--- src/rtl/onehot_scan_pkg.sv ---
// Shared types for the one-hot scan decoder: sequencer state encoding and a state helper.
package onehot_scan_pkg;

  typedef enum logic [1:0] {
    OFF    = 2'd0,
    SCAN   = 2'd1,
    DIRECT = 2'd2,
    SETTLE = 2'd3
  } state_t;

  // Select lines are driven in every state except OFF.
  function automatic logic is_active(input state_t s);
    return s != OFF;
  endfunction

endpackage

--- src/rtl/dec_onehot.sv ---
// Combinational W-to-2**W one-hot decoder with an enable that blanks all lines.
module dec_onehot #(
  parameter int W = 3
) (
  input  logic [W-1:0]    i,
  input  logic            en,
  output logic [2**W-1:0] o
);

  for (genvar gi = 0; gi < 2**W; gi++) begin : g_line
    assign o[gi] = en && (i == W'(gi));
  end

endmodule

--- src/rtl/onehot_scan_dec.sv ---
// Registered one-hot decoder with an auto-scan / direct-load address sequencer.
// Optional macro ONEHOT_SCAN_BLANK_EN blanks o for one cycle after every sel change.
module onehot_scan_dec
  import onehot_scan_pkg::*;
#(
  parameter int W   = 3,
  parameter int DIV = 4
) (
  input  logic            clk,
  input  logic            rst,
  input  logic            en,
  input  logic            mode,
  input  logic [W-1:0]    addr,
  input  logic            load,
  output logic            ready,
  output logic [W-1:0]    sel,
  output logic            wrap,
  output logic [2**W-1:0] o
);

  localparam int CW = (DIV > 1) ? $clog2(DIV) : 1;
  localparam logic [CW-1:0] CNT_MAX = CW'(DIV - 1);

  state_t          state_reg, state_next;
  logic [CW-1:0]   cnt_reg, cnt_next;
  logic [W-1:0]    sel_reg, sel_next;
  logic            wrap_reg, wrap_next;
  logic            blank;
  logic            dec_en;

  // State register
  always_ff @(posedge clk or posedge rst) begin
    if (rst) begin
      state_reg <= OFF;
      cnt_reg   <= '0;
      sel_reg   <= '0;
      wrap_reg  <= 1'b0;
    end else begin
      state_reg <= state_next;
      cnt_reg   <= cnt_next;
      sel_reg   <= sel_next;
      wrap_reg  <= wrap_next;
    end
  end

  // Next-state logic; a disabled block always parks in OFF with sel held.
  always_comb begin
    state_next = state_reg;
    cnt_next   = cnt_reg;
    sel_next   = sel_reg;
    wrap_next  = 1'b0;
    if (!en) begin
      state_next = OFF;
      cnt_next   = '0;
    end else begin
      case (state_reg)
        OFF: begin
          state_next = mode ? DIRECT : SCAN;
          cnt_next   = '0;
        end
        SCAN: begin
          if (mode) begin
            state_next = DIRECT;
            cnt_next   = '0;
          end else if (cnt_reg == CNT_MAX) begin
            cnt_next  = '0;
            sel_next  = sel_reg + W'(1);
            wrap_next = (sel_reg == {W{1'b1}});
          end else begin
            cnt_next = cnt_reg + CW'(1);
          end
        end
        DIRECT: begin
          if (!mode) begin
            state_next = SCAN;
            cnt_next   = '0;
          end else if (load) begin
            state_next = SETTLE;
            sel_next   = addr;
            cnt_next   = '0;
          end
        end
        SETTLE: begin
          if (cnt_reg == CNT_MAX) begin
            state_next = DIRECT;
            cnt_next   = '0;
          end else begin
            cnt_next = cnt_reg + CW'(1);
          end
        end
        default: begin
          state_next = OFF;
          cnt_next   = '0;
        end
      endcase
    end
  end

`ifdef ONEHOT_SCAN_BLANK_EN
  logic blank_reg, blank_next;

  // Any scan step or accepted load (even of the same address) counts as a sel change.
  assign blank_next = en && (
      (state_reg == SCAN   && !mode && cnt_reg == CNT_MAX) ||
      (state_reg == DIRECT &&  mode && load));

  always_ff @(posedge clk or posedge rst) begin
    if (rst) blank_reg <= 1'b0;
    else     blank_reg <= blank_next;
  end

  assign blank = blank_reg;
`else
  assign blank = 1'b0;
`endif

  // Outputs depend only on registered state.
  always_comb begin
    ready  = (state_reg == DIRECT);
    dec_en = is_active(state_reg) && !blank;
  end

  assign sel  = sel_reg;
  assign wrap = wrap_reg;

  dec_onehot #(.W(W)) u_dec (
    .i  (sel_reg),
    .en (dec_en),
    .o  (o)
  );

endmodule

--- config.mk ---
export PLATFORM = sky130hd
export DESIGN_NAME = onehot_scan_dec
export DESIGN_NICKNAME = d
export VERILOG_FILES = /design/src/rtl/onehot_scan_pkg.sv /design/src/rtl/dec_onehot.sv /design/src/rtl/onehot_scan_dec.sv
export SDC_FILE = /design/constraint.sdc
export NUM_CORES = 1
export LEC_CHECK = 0
export CORE_UTILIZATION = 41
export DETAILED_ROUTE_END_ITERATION = 16
export PLACE_DENSITY = 0.74
export REMOVE_ABC_BUFFERS = 1
export SLEW_MARGIN = 20
export SYNTH_ARGS = -nofsm -noshare
export SYNTH_HDL_FRONTEND = slang
export SYNTH_SLANG_ARGS = --single-unit
--- constraint.sdc ---
create_clock -name clk -period 1.6 [get_ports clk]
set_clock_uncertainty 0.1 [all_clocks]
set_input_delay 0.24 -clock clk [delete_from_list [all_inputs] [get_ports clk]]
set_output_delay 0.24 -clock clk [all_outputs]
set_load 0.01 [all_outputs]
==> insert_results.sql, run 1 <==
INSERT INTO impl_metrics (metric_group, metric, value, unit) VALUES
('grt', 'grt_overflow_total', '0', ''),
('clock_network', 'clock_path_buffers', '2', ''),
('clock_network', 'clk_transition_reported_paths', '50', 'ps'),
('logic_synthesis', 'post-synth-top-area-fraction', '33.6', '%'),
('sta', 'finalHoldViolCount', '0', ''),
('clock_network', 'cts_buffers', '3', ''),
('drt', 'antenna_left', '0', ''),
('placed_design', 'gp_routability_congestion', '0.770', ''),
('run_status', 'outcome', 'finished with violations', ''),
('grt', 'grt_start_max_net_pins', '10', ''),
('logic_synthesis', 'yosysWarnings', '0', ''),
('sta', 'maxSlewHeadroom', '78.9', '%'),
('sta', 'unrepaired_setup_endpoints_after_global_routing', 'yes', ''),
('cells_and_area', 'num_antenna_cells', '0', ''),
('drt', 'finalWirelength', '1.54', 'mm'),
('logic_synthesis', 'synth_top_cell_by_area', 'sky130_fd_sc_hd__dfrtp_1', ''),
('grt', 'first_pass_grt_wire_length', '2.17', 'mm'),
('cells_and_area', 'largest_reg_flops', '3', ''),
('hold_path', 'min_path_type', 'input pin to asynchronous set/reset pin', ''),
('drt', 'drt-vias-per-instance', '5.18', ''),
('cells_and_area', 'fill_cells', '93', ''),
('sta', 'final_worst_slack', '-47.5', 'ps'),
('cells_and_area', 'area_delta_synth_final', '69.7', '%'),
('power_and_ir_drop', 'power.density', '1170', 'nW/um^2'),
('die', 'die-height', '40.1', 'um'),
('logic_synthesis', 'mapped_area', '596', 'um^2'),
('sta', 'setup_violations', '4', ''),
('power_and_ir_drop', 'vdd.ir_drop.worst', '0.693', 'mV'),
('die', 'placeableCoreArea', '1330', 'um^2'),
('worst_setup_path', 'cp-start-kind', 'flip-flop', ''),
('clock_network', 'latest_clock_arrival_within_the_worst_skew_pair', '260', 'ps'),
('power_and_ir_drop', 'power', '1.18', 'mW'),
('drt', 'wl_per_cell', '14.7', 'um'),
('sta', 'crit_share_post_route', '103', '%'),
('logic_synthesis', 'synth.ff_latch_count', '8', ''),
('placed_design', 'dp.final_hpwl', '1.03', 'mm'),
('sta', 'total_count_of_max_transition_violations_in_the_final_report', '0', ''),
('drt', 'drt_drc_violations_left', '0', ''),
('sta', 'timing.fmax', '607', 'MHz'),
('die', 'num_rows', '13', ''),
('drt', 'routed-via-count', '544', ''),
('clock_network', 'htreeDepth', '1', ''),
('logic_synthesis', 'synth.top_cells.by_area', 'sky130_fd_sc_hd__dfrtp_1 (34%), sky130_fd_sc_hd__ha_1 (15%), sky130_fd_sc_hd__mux2i_1 (6.7%)', ''),
('clock_network', 'cts_root_buffer', 'sky130_fd_sc_hd__clkbuf_4', ''),
('logic_synthesis', 'postSynthAreaPerCell', '10.1', 'um^2'),
('placed_design', 'post-place-ws', '-148', 'ps'),
('worst_setup_path', 'worst-endpoint-required', '1260', 'ps'),
('logic_synthesis', 'sequential_fraction_of_the_synthesis_area', '33.6', '%'),
('sta', 'fin_crit', '1650', 'ps'),
('drt', 'detailedRoute.firstIterationViolations', '7', ''),
('die', 'die-area', '1610', 'um^2'),
('grt', 'grt_use_total', '21.8', '%'),
('die', 'floorplan.io_pins', '21', ''),
('flow_run', 'timing.max_cap.violations', '0', ''),
('placed_design', 'placement.io_buffers', '20', ''),
('power_and_ir_drop', 'power.static_leakage', '0.474', 'nW'),
('grt', 'grt_pass1_vias', '490', ''),
('cells_and_area', 'post_route_cells_drive_above_1_share', '50.0', '%'),
('sta', 'total_negative_slack_for_setup_checks', '-110', 'ps'),
('drt', 'detailedRoute.firstPassIterationCount', '4', ''),
('clock_network', 'clock_sinks', '8', ''),
('run_status', 'failed_checks', 'negative setup slack', ''),
('grt', 'antenna_violations_before_repair', '0', ''),
('die', 'floorplan.die.width', '40.1', 'um'),
('worst_setup_path', 'maximum_fanout_count_along_the_critical_path', '4', ''),
('logic_synthesis', 'ys_types', '26', ''),
('worst_setup_path', 'timing.critical_path.arrival', '1310', 'ps'),
('worst_setup_path', 'timing_worst_setup_path_type', 'flip-flop to primary output', ''),
('sta', 'worst_pin_slew', '316', 'ps'),
('die', 'start_util', '44.7', '%'),
('clock_network', 'cts_tree', 'built', ''),
('logic_synthesis', 'postSynthCellCount', '59', ''),
('worst_setup_path', 'worstSetupEndpointType', 'primary output', ''),
('cells_and_area', 'nNetsFinal', '107', '');
[where the power goes]
part           switching [mW]  total, mW  internal [mW]
registers              0.0669      0.311          0.244
logic                   0.317      0.713          0.396
clock network          0.0689      0.155         0.0858
total                   0.453       1.18          0.726
[stage by stage]
stage	cell area (um^2)	cells	utilization [%]	hold slack [ps]
global placement	863	101	64.7	400
CTS	917	105	68.8	138
finish	1010	105	75.8	146
global route	1010	105	75.8	172
detailed placement	863	101	64.7	418
floorplan	577	57	-	-44.3
[worst paths after layout]
check / from / endpoint / slack [ps] / cells after the start
max in group asynchronous: rst / sel[0]$_DFFE_PP0P_ / 990 / 2
worst max register to register: cnt_reg[0]$_DFFE_PP0P_ / sel[1]$_DFFE_PP0P_ / 90 / 4
worst min register to register: cnt_reg[0]$_DFFE_PP0P_ / cnt_reg[0]$_DFFE_PP0P_ / 460 / 2
worst max-delay path: sel[0]$_DFFE_PP0P_ / o[7] / -50 / 4
worst min-delay path: rst / sel[2]$_DFFE_PP0P_ / 150 / 2
min in group clk: cnt_reg[0]$_DFFE_PP0P_ / cnt_reg[0]$_DFFE_PP0P_ / 460 / 2
[cell usage after synthesis, drive strengths merged]
library cell / instances
a32oi: 1
and3: 7
and2: 2
nand2b: 2
o21ai: 3
nand4b: 1
a21boi: 1
o221ai: 1
ha: 7
mux2i: 4
and4b: 1
and4bb: 2
a21oi: 2
nand3: 1
or2: 1
inv: 7
dfrtp: 8
buf: 2
nand2: 3
nor2b: 2
o2bb2ai: 1
[logic make-up after synthesis]
logic type / count (synthesis) / share of synthesized area, %
and+or+nand+nor: 22 / 26.9
muxes: 4 / 6.72
AOI/OAI and AO/OA: 9 / 10.5
adders and majority gates: 7 / 14.7
DFF: 8 / 33.6
buffers and inverters: 9 / 7.56
[placed cells by master (no fill, tap or decap), types with 2 or more instances in the layout]
master	synthesis	routed
sky130_fd_sc_hd__buf_6	1	9
sky130_fd_sc_hd__clkdlybuf4s50_1	0	8
sky130_fd_sc_hd__buf_4	1	8
sky130_fd_sc_hd__ha_4	0	6
sky130_fd_sc_hd__dfrtp_1	8	6
sky130_fd_sc_hd__inv_1	7	5
sky130_fd_sc_hd__and3_4	0	5
sky130_fd_sc_hd__mux2i_1	4	4
sky130_fd_sc_hd__nand2_1	3	3
sky130_fd_sc_hd__clkbuf_4	0	3
sky130_fd_sc_hd__dlygate4sd2_1	0	3
sky130_fd_sc_hd__o21ai_0	2	2
sky130_fd_sc_hd__a21oi_1	2	2
sky130_fd_sc_hd__inv_4	0	2
sky130_fd_sc_hd__nor2b_1	2	2
sky130_fd_sc_hd__and2_4	0	2
sky130_fd_sc_hd__dfrtp_2	0	2
[metal layers]
| metal | vias to the layer above | GRT usage (%) | routed length [um] |
|---|---|---|---|
| met2 | 13 | 36.7 | 822 |
| met5 | - | 0 | 0 |
| met3 | 0 | 10.0 | 46 |
| met4 | 0 | 7.76 | 0 |
| met1 | 259 | 23.8 | 676 |
| li1 | 272 | - | - |
[worst max-delay path: stages (launching register included)]
cell	delay, ps
sky130_fd_sc_hd__dfrtp_2	460
sky130_fd_sc_hd__ha_4	200
sky130_fd_sc_hd__ha_4	150
sky130_fd_sc_hd__and2_4	130
sky130_fd_sc_hd__buf_6	110
[cell type report]
type	count	area, um^2	area share [%]
repair buffers	30	278	27.5
clock buffers	3	22.5	2.23
well taps	15	18.8	1.86
flip-flops and latches	8	203	20.0
multi-input cells	42	458	45.3
inverters	7	31.3	3.09
[timing repair]
| item | in CTS | in global routing |
|---|---|---|
| hold endpoints to repair | 0 | 0 |
| endpoints found under the setup margin | 12 | 9 |
| pin swaps | 3 | 7 |
| buffers inserted | 1 | 0 |
| hold buffers | 0 | 0 |
| gates resized for setup | 55 | 19 |
Power figures use the tool's default switching activity.
==> run 2, diff against run 1 <==
Settings changed: GPL_TIMING_DRIVEN set to 1.
==> results of run 2 <==
No change in the layout: final DEF, timing and power equal those of run 1.
